==> config.mk <==
export PLATFORM = sky130hd
export DESIGN_NAME = stream_serializer
export DESIGN_NICKNAME = d
export VERILOG_FILES = /design/src/rtl/stream_serializer.sv
export SDC_FILE = /design/constraint.sdc
export NUM_CORES = 1
export LEC_CHECK = 0
export BUFFER_PORTS_ARGS = -buffer_cell sky130_fd_sc_hd__buf_4
export CAP_MARGIN = 5
export CORE_MARGIN = 3
export CORE_UTILIZATION = 40
export DETAILED_ROUTE_END_ITERATION = 8
export PLACE_DENSITY = 0.61
export REMOVE_ABC_BUFFERS = 1
export SLEW_MARGIN = 20
export SYNTH_ARGS = -nofsm -noshare
export SYNTH_HDL_FRONTEND = slang
export SYNTH_SLANG_ARGS = --single-unit
==> constraint.sdc <==
create_clock -name clk -period 1.8 [get_ports clk]
set_input_delay 0.36 -clock clk [delete_from_list [all_inputs] [get_ports clk]]
set_output_delay 0.36 -clock clk [all_outputs]
set_load 0.02 [all_outputs]
==> src/rtl/stream_serializer.sv <==
// -----------------------------------------------------------------------------
// stream_serializer
//
// Wide-to-narrow stream converter on the REQ/ACK handshake. Each accepted
// input word of ratio*bit_width bits is emitted as `ratio` consecutive beats
// of bit_width bits, and the final beat of each word is flagged with dOutLAST.
// A word can be accepted in the same cycle that the last beat of the previous
// word leaves, so back-to-back words stream without an idle cycle.
//
// Parameters:
//   bit_width  width of one output beat (>= 1)
//   ratio      output beats per input word (>= 1)
//   msb_first  0: beat 0 is the least-significant slice; 1: the most-significant
//
// Ports:
//   clk       in   clock, rising-edge active
//   rst       in   synchronous active-high reset
//   dInREQ    out  ready to accept a word this cycle
//   dInACK    in   upstream word on dIN is valid
//   dIN       in   wide input word (ratio*bit_width bits)
//   dOutACK   out  a beat is valid on dOUT
//   dOutREQ   in   downstream accepts the beat this cycle
//   dOUT      out  current beat (0 when no beat is valid)
//   dOutLAST  out  current beat is the last one of its word
// -----------------------------------------------------------------------------
module stream_serializer #(
    parameter int bit_width = 8,
    parameter int ratio     = 4,
    parameter bit msb_first = 1'b0
) (
    input  logic                          clk,
    input  logic                          rst,
    output logic                          dInREQ,
    input  logic                          dInACK,
    input  logic [ratio*bit_width-1:0]    dIN,
    output logic                          dOutACK,
    input  logic                          dOutREQ,
    output logic [bit_width-1:0]          dOUT,
    output logic                          dOutLAST
);

    localparam int WORD_W = ratio * bit_width;
    // The beat counter keeps at least one bit even when ratio == 1.
    localparam int CW = (ratio > 1) ? $clog2(ratio) : 1;
    localparam logic [CW-1:0] LAST_IDX = CW'(ratio - 1);

    typedef enum logic {
        ST_IDLE = 1'b0,
        ST_SEND = 1'b1
    } state_t;

    state_t              r_state;
    state_t              w_state_next;
    logic [WORD_W-1:0]   r_data;
    logic [WORD_W-1:0]   w_data_next;
    logic [CW-1:0]       r_cnt;
    logic [CW-1:0]       w_cnt_next;

    logic                w_valid;
    logic                w_last;
    logic                w_in_fire;
    logic                w_out_fire;
    logic [bit_width-1:0] w_sel;
    logic [bit_width-1:0] w_slices [ratio];

    // Slice table in emission order: entry i is the beat sent at counter == i.
    generate
        for (genvar gi = 0; gi < ratio; gi++) begin : g_slice
            if (msb_first) begin : g_msb
                assign w_slices[gi] = r_data[(ratio-1-gi)*bit_width +: bit_width];
            end else begin : g_lsb
                assign w_slices[gi] = r_data[gi*bit_width +: bit_width];
            end
        end
    endgenerate

    // Compare-based mux avoids an out-of-range index when ratio is not a
    // power of two (or is 1).
    always_comb begin
        w_sel = '0;
        for (int i = 0; i < ratio; i++) begin
            if (r_cnt == CW'(i)) begin
                w_sel = w_slices[i];
            end
        end
    end

    assign w_valid    = (r_state == ST_SEND);
    assign w_last     = w_valid && (r_cnt == LAST_IDX);

    // Outputs are forced quiet while reset is asserted, even before the
    // reset edge has cleared the state.
    assign dOutACK    = !rst && w_valid;
    assign dOutLAST   = !rst && w_last;
    assign dOUT       = (!rst && w_valid) ? w_sel : '0;

    // Combinational path from dOutREQ lets a new word load while the last
    // beat of the current word leaves.
    assign dInREQ     = !rst && (!w_valid || (dOutACK && dOutREQ && dOutLAST));

    assign w_in_fire  = dInACK && dInREQ;
    assign w_out_fire = dOutACK && dOutREQ;

    always_comb begin
        w_state_next = r_state;
        w_data_next  = r_data;
        w_cnt_next   = r_cnt;
        case (r_state)
            ST_IDLE: begin
                if (w_in_fire) begin
                    w_state_next = ST_SEND;
                    w_data_next  = dIN;
                    w_cnt_next   = '0;
                end
            end
            ST_SEND: begin
                if (w_out_fire) begin
                    if (!w_last) begin
                        w_cnt_next = r_cnt + CW'(1);
                    end else if (w_in_fire) begin
                        w_data_next = dIN;
                        w_cnt_next  = '0;
                    end else begin
                        w_state_next = ST_IDLE;
                        w_cnt_next   = '0;
                    end
                end
            end
            default: begin
                w_state_next = ST_IDLE;
                w_cnt_next   = '0;
            end
        endcase
    end

    always_ff @(posedge clk) begin
        if (rst) begin
            r_state <= ST_IDLE;
            r_cnt   <= '0;
            r_data  <= '0;
        end else begin
            r_state <= w_state_next;
            r_cnt   <= w_cnt_next;
            r_data  <= w_data_next;
        end
    end

endmodule

==> results.yml <==
critical_path:
  r2r_start: "r_cnt[0]"
  critical-path-max-stage-delay_ps: 390
  reg2reg_depth: 9
  cp_top_family: "compound AO/OA/AOI/OAI gates"
  r2r_setup_slack_ps: -80
  slowest_stage: "dfxtp_4"
  cp-start-kind: "flop"
  path_cells: "inv_4, ha_4, nor2b_4, buf_6, a221oi_1, o41ai_2, buf_4"
  r2r_end: "r_data[20]"
  required_ps: 1440
  cp_num_buf_inv: 3
  crit_path_end_kind: "output port"
  path_class: "flop to output port"
  cp_max_fo: 6
  arrival_ps: 1720
worst_hold_path:
  hp-class: "input port to flop"
  hold_path_end: "r_data[29]"
  min_path_cells: 2
  hold_start: "dIN[29]"
sta:
  max_freq_mhz: 481.0
  finalHoldViolCount: 0
  fin_crit_ps: 2079
  drv_slew: 0
  maxSlewHeadroom_pct: 77.72
  min_period_over_period_pct: 115.5
  rsz0062_at_grt: "yes"
  hold_ws_ps: 299.3
  setup_slack_ps: -279.1
  max_slew.worst_pin.slew_ps: 334.3
  fin_worst_skew_ps: 5.020
  setup_violations: 25
yosys:
  synth_top_area_cell: "dfxtp_1"
  ys.flop_type: "dfxtp_1"
  synth_edf_count: 0
  ys_seq_elements: 35
  synth-seq-area-share_pct: 39.35
  synth_most_common_cell: "nor2b_1"
  avgSynthCellArea_um2: 10.79
  ys_types: 21
  synthTopCellsByCount: "41 x nor2b_1, 35 x dfxtp_1, 22 x mux2_2, 10 x mux2_4"
  syn-cell-area_mm2: 0.001780
  syn_inst: 165
  synth.area.top_cells: "dfxtp_1 39%, nor2b_1 14%, mux2_2 14%"
  yosys_warnings: 0
  async_reset_ff_share_pct: 0
  synth_top_area_share_pct: 39.35
clock_tree:
  cts.htree.levels: 2
  clock_latency_ps: 280
  cts_made_buffers: 5
  cts-hold-fix-buffers: 0
  clk_pin_slew_ps: 70
  clockRootBuffer: "clkbuf_8"
  cts_max_path_buffers: 2
  cts_tree: "yes"
  clkSinkCount: 35
routing:
  detail-route-antenna-nets: 0
  routed_via_density: 5.205
  vias: 1473
  post_drt_wl_per_cell_um: 18.08
  drt-pass1-iter-count: 4
  drtIter0Drc: 37
  drc: 0
  routed_wl_um: 5116
grt:
  grt_max_degree: 21
  grt_pass1_vias: 1652
  gr-total-overflow: 0
  met2_usage_pct: 36.47
  antenna_found_initial: 0
  grt_pass1_wl_um: 8335
  grt.total_usage_pct: 20.69
  grt_use_met1_pct: 23.49
  gr-usage-met3_pct: 5.510
  busiest_layer: "met2"
power:
  peakVddDrop_mv: 0.4177
  p_leak_nw: 1.234
  power_density_mw_per_mm2: 629.5
final_layout:
  nets: 274
  drive_above_1_share_pct: 60.94
  area_growth_pct: 57.91
  antenna_cells: 0
  final_area_mm2: 0.002811
run_status:
  status: "complete, but fails checks"
  violations: "negative setup slack"
floorplan:
  pin_count: 47
  initial_core_util_pct: 42.96
  die_area_mm2: 0.005287
  rows: 23
  die_h_um: 72.72
  core_mm2: 0.004144
  die_x_um: 72.72
placement:
  dpl_cell_area_mm2: 0.002257
  gp_congestion: 0.7199
  place_hpwl_um: 3150
  io_buffer_count: 46
job:
  max-cap-violations: 0
[how the worst max path moves through the flow]
| stage | from | end | slack [ps] | depth (start not counted) |
|---|---|---|---|---|
| after global routing | r_cnt[0] | dOUT[5] | -360 | 7 |
| final | r_cnt[0] | dOUT[1] | -280 | 7 |
| after floorplan | r_cnt[0] | r_data[0] | -760 | 4 |
| after detailed placement | r_cnt[1] | dOUT[7] | -130 | 7 |
| after global placement | r_cnt[1] | dOUT[4] | -90 | 7 |
| after CTS | r_cnt[1] | dOUT[5] | -270 | 7 |
[repair_timing]
item                       4_1_cts  5_1_grt
setup endpoints to repair       42       42
gates resized for setup         70       13
buffers inserted                 9        2
gates cloned                     3        0
pin swaps                       13        7
[cell families after synthesis]
family	share of synthesized area, %
AO/OA/AOI/OAI	9.909
buffers and inverters	5.340
multiplexers	22.91
flip-flops	39.35
AND/OR/NAND/NOR	19.68
adder cells (fa/ha/maj)	2.811
[stage by stage]
step | worst slack (ps) | utilization, % | TNS [ps] | instances | power (W)
after floorplan | -757.5 | - | -27610 | 152 | 0.001017
after global placement | -86.60 | 54.47 | -902.1 | 265 | 0.001155
after detailed placement | -126.5 | 54.47 | -1661 | 265 | 0.001165
after CTS | -266.8 | 67.30 | -2924 | 283 | 0.001769
after global routing | -360.5 | 67.84 | -5068 | 283 | 0.001840
final | -279.1 | 67.84 | -3151 | 283 | 0.001770
[routing by layer]
metal	vias to the layer above	wire, um
met5	-	0
met4	0	60
met3	6	259
met2	39	2725
met1	712	2070
li1	716	-
[cells in the final DEF (no fill, tap or decap), drive strengths merged]
cell    count
dfxtp      35
clkbuf      6
nor2        6
nand2b      1
clkinv      1
a32oi       2
nor2b      41
mux2       32
and2        1
mux2i       1
buf        75
o41ai       8
a21boi      1
a221oi      8
inv         2
nand3       8
nor3b       1
ha          4
[state kept, by name, indices dropped and copies added (netlist names)]
register,flops
r_cnt,2
r_data,32
r_state,1
[cell type report]
cell class	count	area, um2
well taps	50	62.56
inverters	3	18.77
repair buffers	75	670.6
clock buffers	6	72.57
multi-input cells	114	1280
flip-flops and latches	35	706.9
fillers	322	1333
[report_power, final]
group          switching (W)  internal, W
sequential         0.0000399     0.000829
clock               0.000263     0.000258
combinational       0.000144     0.000236
total               0.000447      0.00132
No activity file was read; power rests on OpenSTA's default activity.
